File: src/rtl/div_pkg.sv
// Shared types and constants for the HI/LO divide controller.
// Combinational only: no state lives here.
// No flow control: definitions only.
package div_pkg;

  typedef enum logic [1:0] {
    IDLE   = 2'd0,
    LAUNCH = 2'd1,
    BUSY   = 2'd2
  } div_state_t;

  localparam int          DIV_W       = 32;
  localparam logic [31:0] DIV_ZERO_LO = 32'hFFFF_FFFF;

endpackage

File: src/rtl/hilo_regs.sv
// Architectural HI/LO register pair with an mt* write port and a divide-completion port.
// Writes land at the clock edge; hi/lo are read straight from the flops.
// No backpressure: completion overrides a same-cycle mt* write to the same register.
module hilo_regs
  import div_pkg::*;
#(
  parameter int W = DIV_W
) (
  input  logic         clk,
  input  logic         rst,
  input  logic         mthi_we,
  input  logic         mtlo_we,
  input  logic [W-1:0] wdata,
  input  logic         cpl_we,
  input  logic [W-1:0] cpl_hi,
  input  logic [W-1:0] cpl_lo,
  output logic [W-1:0] hi,
  output logic [W-1:0] lo
);

  // HI/LO update: divide completion wins over a move-to write in the same cycle
  always_ff @(posedge clk or negedge rst) begin
    if (!rst) begin
      hi <= '0;
      lo <= '0;
    end else if (cpl_we) begin
      hi <= cpl_hi;
      lo <= cpl_lo;
    end else begin
      if (mthi_we) hi <= wdata;
      if (mtlo_we) lo <= wdata;
    end
  end

endmodule

File: src/rtl/hilo_div_ctrl.sv
// Sequences the divide engine for DIV/DIVU and owns HI/LO; optional DIV_ZERO_BYPASS_EN short-circuits b==0.
// Latency: div_start at N+1 after accept; HI/LO and done one cycle after div_done (engine latency + 2).
// Backpressure: stall while a divide is in flight and any HI/LO access or new divide is requested; requests are dropped, not queued.
module hilo_div_ctrl
  import div_pkg::*;
#(
  parameter int W = DIV_W
) (
  input  logic         clk,
  input  logic         rst,
  input  logic         start,
  input  logic         signed_op,
  input  logic [W-1:0] a,
  input  logic [W-1:0] b,
  input  logic         mfhi,
  input  logic         mflo,
  input  logic         mthi,
  input  logic         mtlo,
  input  logic [W-1:0] wdata,
  output logic [W-1:0] hi,
  output logic [W-1:0] lo,
  output logic         stall,
  output logic         done,
  output logic         div_start,
  output logic         div_signed,
  output logic [W-1:0] div_a,
  output logic [W-1:0] div_b,
  input  logic         div_done,
  input  logic [W-1:0] div_q,
  input  logic [W-1:0] div_r
);

  div_state_t   state;
  logic         idle;
  logic         zero_byp;
  logic         cpl_we;
  logic [W-1:0] cpl_hi;
  logic [W-1:0] cpl_lo;

  assign idle = (state == IDLE);

  // A divide by zero either completes locally or goes to the engine like any other
`ifdef DIV_ZERO_BYPASS_EN
  assign zero_byp = idle & start & (b == '0);
`else
  assign zero_byp = 1'b0;
`endif

  // Any HI/LO touch or new divide must wait while the engine owns the result
  assign stall = ~idle & (start | mfhi | mflo | mthi | mtlo);

  // Completion source: engine result in BUSY, or the synthetic divide-by-zero result
  always_comb begin
    cpl_we = 1'b0;
    cpl_hi = div_r;
    cpl_lo = div_q;
    if (state == BUSY && div_done) begin
      cpl_we = 1'b1;
    end
    if (zero_byp) begin
      cpl_we = 1'b1;
      cpl_hi = a;
      cpl_lo = '1;
    end
  end

  // Controller FSM with registered launch/done pulses and latched operands
  always_ff @(posedge clk or negedge rst) begin
    if (!rst) begin
      state      <= IDLE;
      div_start  <= 1'b0;
      done       <= 1'b0;
      div_signed <= 1'b0;
      div_a      <= '0;
      div_b      <= '0;
    end else begin
      div_start <= 1'b0;
      done      <= 1'b0;
      case (state)
        IDLE: begin
          if (start) begin
            div_a      <= a;
            div_b      <= b;
            div_signed <= signed_op;
            if (zero_byp) begin
              done <= 1'b1;
            end else begin
              div_start <= 1'b1;
              state     <= LAUNCH;
            end
          end
        end
        LAUNCH: begin
          state <= BUSY;
        end
        BUSY: begin
          if (div_done) begin
            done  <= 1'b1;
            state <= IDLE;
          end
        end
        default: begin
          state <= IDLE;
        end
      endcase
    end
  end

  hilo_regs #(.W(W)) u_hilo_regs (
    .clk     (clk),
    .rst     (rst),
    .mthi_we (idle & mthi),
    .mtlo_we (idle & mtlo),
    .wdata   (wdata),
    .cpl_we  (cpl_we),
    .cpl_hi  (cpl_hi),
    .cpl_lo  (cpl_lo),
    .hi      (hi),
    .lo      (lo)
  );

endmodule
File: config.mk
export PLATFORM = sky130hd
export DESIGN_NAME = hilo_div_ctrl
export DESIGN_NICKNAME = d
export VERILOG_FILES = /design/src/rtl/div_pkg.sv /design/src/rtl/hilo_regs.sv /design/src/rtl/hilo_div_ctrl.sv
export SDC_FILE = /design/constraint.sdc
export NUM_CORES = 1
export LEC_CHECK = 0
export BUFFER_PORTS_ARGS = -buffer_cell sky130_fd_sc_hd__buf_2
export CORE_MARGIN = 3
export CORE_UTILIZATION = 40
export CTS_BUF_LIST = sky130_fd_sc_hd__clkbuf_8
export CTS_CLUSTER_DIAMETER = 100
export DETAILED_ROUTE_END_ITERATION = 16
export HOLD_SLACK_MARGIN = 0.06
export PLACE_DENSITY = 0.72
export SYNTH_ARGS = -nofsm -noshare
export SYNTH_HDL_FRONTEND = slang
export SYNTH_SLANG_ARGS = --single-unit
File: constraint.sdc
create_clock -name clk -period 1.7 [get_ports clk]
set_clock_uncertainty 0.05 [all_clocks]
set_input_delay 0.34 -clock clk [delete_from_list [all_inputs] [get_ports clk]]
set_output_delay 0.34 -clock clk [all_outputs]
set_load 0.01 [all_outputs]
Word level (Yosys, flattened, before mapping)
Index checks and enable logic that the tools add are counted.

Input port bits: 169. Register bits after elaboration: 133.

Reduce and logical (&&, ||, !) cells: 6. Mux-type cells: 12. Bitwise gates (word level): 8. Equality and inequality tests: 4.

Operators by type and width (number): $mux 32 (4); $pmux 2 s3 (1); $mux 1 (5); $mux 2 (2); $ne 2x2->1 const B (2); $or 1x1->1 (4); $reduce_and 2->1 (2); $reduce_bool 2->1 (2); $and 1x1->1 (3); $eq 2x1->1 const B (1); $eq 2x2->1 const B (1); $logic_not 2->1 (1); $logic_and 1x1->1 (1); $not 1->1 (1).

Longest topological paths before layout
Depth after elaboration: 5. Mapped depth: 7.

Hierarchy
From an unflattened synthesis, not the netlist that was laid out.

Cells, all modules: 431. Area total of the unflattened synthesis: 5610.4 um^2.

By module, submodules not included: hilo_regs (area an instance 3015.4 um^2, cells an instance 278, times used 1); hilo_div_ctrl (area an instance 2595.0 um^2, cells an instance 153, times used 1).

Worst setup path before layout
No wires, ideal clock.

Path type: register -> register. Start: reg state[1]. End: reg div_a[27]. Setup slack: 0.171 ns. Required time: 1.525 ns. Arrival: 1.354 ns. Cell stages (with the launch flop): 7. Period minus slack after synthesis: 1.529 ns. Path through: dfrtp_1 -> buf_6 -> nor2_2 -> and2_4 -> buf_6 -> buf_12 -> mux2_4.

Longest elaborated chain between the ends: 2.

RTL lines: start, declared (RTL line hilo_div_ctrl.sv:33) `div_state_t state;`; start signal, assigned (RTL line hilo_div_ctrl.sv:70) `state <= IDLE;`; start signal, assigned (RTL line hilo_div_ctrl.sv:89) `state <= LAUNCH;`; start signal, assigned (RTL line hilo_div_ctrl.sv:94) `state <= BUSY;`; $logic_not 2->1 (RTL line hilo_div_ctrl.sv:79) `case (state)`; $reduce_and 2->1 (no line); end signal, assigned (RTL line hilo_div_ctrl.sv:74) `div_a <= '0;`; end signal, assigned (RTL line hilo_div_ctrl.sv:82) `div_a <= a;`; end, declared (RTL line hilo_div_ctrl.sv:26) `output logic [W-1:0] div_a,`.

Every way passes these cells. A chain may end at the register's enable or synchronous reset.

Worst setup path in the final report
Start: reg state[1]. End: reg u_hilo_regs.hi[23].

Longest elaborated chain between the ends: 4. Elaborated cells between the ends (all ways): 7.

RTL lines: $eq 2x2->1 (RTL line hilo_div_ctrl.sv:57) `if (state == BUSY && div_done) begin`; $logic_and 1x1->1 (RTL line hilo_div_ctrl.sv:57); $mux 1 (RTL line hilo_div_ctrl.sv:57); $mux 32 or $reduce_bool 2->1 (tied branches); end signal, assigned (RTL line hilo_regs.sv:27) `hi <= cpl_hi;`; end signal, assigned (RTL line hilo_regs.sv:30) `if (mthi_we) hi <= wdata;`; end, declared (RTL line hilo_regs.sv:17) `output logic [W-1:0] hi,`.

Several ways; a longest one is shown, not always the timed one.

==> metrics <==
Syn Nets 607; vias 4721; layout cell share with drive strength beyond 1 58.0%; Antenna Cells 0; GRT Total Usage 20.8%; worst setup path category flop to flop; Port Buffers 300; Final #Nets 929; top cell type's share of synthesized area 58.6%; Peak VDD IR 0.000796 V; Synth area leaders dfrtp_1 59%, mux2_4 10%, o221a_2 6.1%; Slew @ Worst Pin 0.348 ns; status finished, final reports clean; vias per inst 4.99; WHS 0.0985 ns; count of different cell masters after synthesis 23; hpwl dp 12.3 mm; GR Layer Usage met2 35.3%; Bufs on Longest Clock Path 2; Layout fillers 1157; CTS root buf clkbuf_8; CTS buffer count 17; CTS tree done; critical path data required time 1.96 ns; TritonRoute pass-1 iters 4; Slew Limit Fails 0; Synth Instances 438; Cell Rows 42; multi-input logic area 2130 um^2; crit share post-route 94.9%; Final setup viols 0; f_max 0.620 GHz; Core Util, Final 58.8%; GR Util met1 24.4%; GRT busiest layer met2; DR WL/cell 17.2 um; min-delay worst type primary input to flop; Iter 0 DRT Violations 267; clock slew at reported path FFs 0.07 ns; RSZ-0062 raised after global routing false; Finished Layout Cells 947; register area 3330 um^2; crit path capture type flop; pwr/cell area 1850 nW/um^2; CTS H-tree depth 4; Static Leak 3.97 nW; Die H 125 um; Initial Util 41.9%; P&R area growth vs syn 40.2%; drc violations 0; clk sink count 133; post-route ant nets 0; Final Hold Vio Count 0; Overflow after GRT 0; Slew HR 76.8%; max-cap viol count 0; Skew-Pair Late Insertion Delay 0.42 ns; vias in the first global route 5022; Die Span X 125 um; first-pass GRT wire length 26.1 mm; largest net degree at the start of global routing 60; io pins 301; core area 13600 um^2; Yosys reg bits 133; initial antenna violation count 0; placed insts 900; Arrival @ worst endpoint 1.87 ns; Synth Cell Area 5680 um^2; M3 GR Usage 7.12%; CP max FO 22; Syn. warnings 0; post-synth top area cell dfrtp_1; crit start category flop; setup TNS 0 ns; wirelength, routed 16.3 mm; sequential area share after synthesis 58.6%; syn avg cell area 13.0 um^2; fin crit period 1.61 ns; die area 15700 um^2; RePlAce Congestion 0.873
## cells in the final DEF, fill, tap and decap left out, types with 6 or more instances in the layout
cell	count
buf_2	299
dfrtp_1	132
a21oi_1	65
mux2_4	39
nor2_1	34
nand2_1	33
nand2b_1	32
o221a_2	31
mux2_2	27
clkbuf_8	21
dlygate4sd3_1	17
buf_4	11
buf_12	6
## layout make-up
| class | count | share of cell area (%) |
|---|---|---|
| inverter | 1 | 0.0471 |
| sequential | 133 | 41.8 |
| clock buffer | 21 | 3.63 |
| multi-input combinational | 272 | 26.7 |
| clock inverter | 9 | 1.12 |
| timing repair buffer | 335 | 24.0 |
| tap | 176 | 2.76 |
## per-layer routing
layer	share of wire, %	vias up
li1	-	2179
met1	39	2275
met2	50	239
met3	8.8	28
met4	2.3	0
met5	0	-
## state kept, by name (all words and copies together), names as in the netlist
register	cells
done	1
u_hilo_regs.hi	32
div_b	32
u_hilo_regs.lo	32
state	2
div_signed	1
div_start	1
div_a	32
## logic make-up after synthesis
group	count (synthesis)	share of synthesized area (%)
buf+inv	33	4.32
flops	133	58.6
compound gates	99	12.3
mux	66	15.7
simple gates	107	9.14
## Yosys cell counts
master / number
and2_4: 1
buf_6: 2
o221a_2: 31
nor2_1: 34
mux2_4: 39
clkbuf_1: 7
buf_4: 7
dfrtp_1: 133
nand2_1: 33
nand3b_1: 1
mux2_2: 27
a21oi_1: 65
or3b_1: 1
o22a_1: 2
buf_2: 12
nor3_1: 1
and2_1: 1
nor3b_2: 2
a21oi_2: 1
nand2b_1: 32
buf_12: 4
nor2_2: 1
inv_2: 1
## metrics by stage
stage                     worst slack, ns  cell area, um^2  total power, mW
after global placement              0.116             7400             12.0
after detailed placement           0.0582             7400             12.3
after CTS                          0.0122             7950             14.9
after global routing              0.00126             7970             15.7
final                              0.0875             7970             14.8
after floorplan                     0.171             5680             9.58
## report_power, final
part | internal [mW] | switching [mW]
clock | 1.41 | 1.10
combinational | 3.38 | 3.20
sequential | 4.76 | 0.889
total | 9.56 | 5.19
## worst paths after layout
check / start / endpoint / slack [ns] / depth (start not counted)
min in group asynchronous: rst / u_hilo_regs.hi[15]$_DFFE_PN0P_ / 0.30 / 2
min: a[22] / div_a[22]$_DFFE_PN0P_ / 0.1 / 2
max: state[1]$_DFFE_PN0P_ / u_hilo_regs.hi[23]$_DFFE_PN0P_ / 0.09 / 5
max reg2reg: state[1]$_DFFE_PN0P_ / u_hilo_regs.hi[23]$_DFFE_PN0P_ / 0.09 / 5
max in group asynchronous: rst / state[1]$_DFFE_PN0P_ / 0.68 / 3
min reg2reg: div_b[17]$_DFFE_PN0P_ / div_b[17]$_DFFE_PN0P_ / 0.45 / 1
## critical path, stage by stage (launching register included)
cell and delay (ns):
dfrtp_2 0.46, buf_4 0.18, or3b_1 0.42, buf_4 0.24
nand2_1 0.09, a21oi_1 0.06
## timing repair
item                       in CTS  in global routing
setup buffers                   0                  0
hold endpoints to repair      110                  0
resized for setup               0                  3
setup endpoints to repair       0                 29
hold buffers                   17                  0
Note: power is estimated with default switching activity, not from simulation.
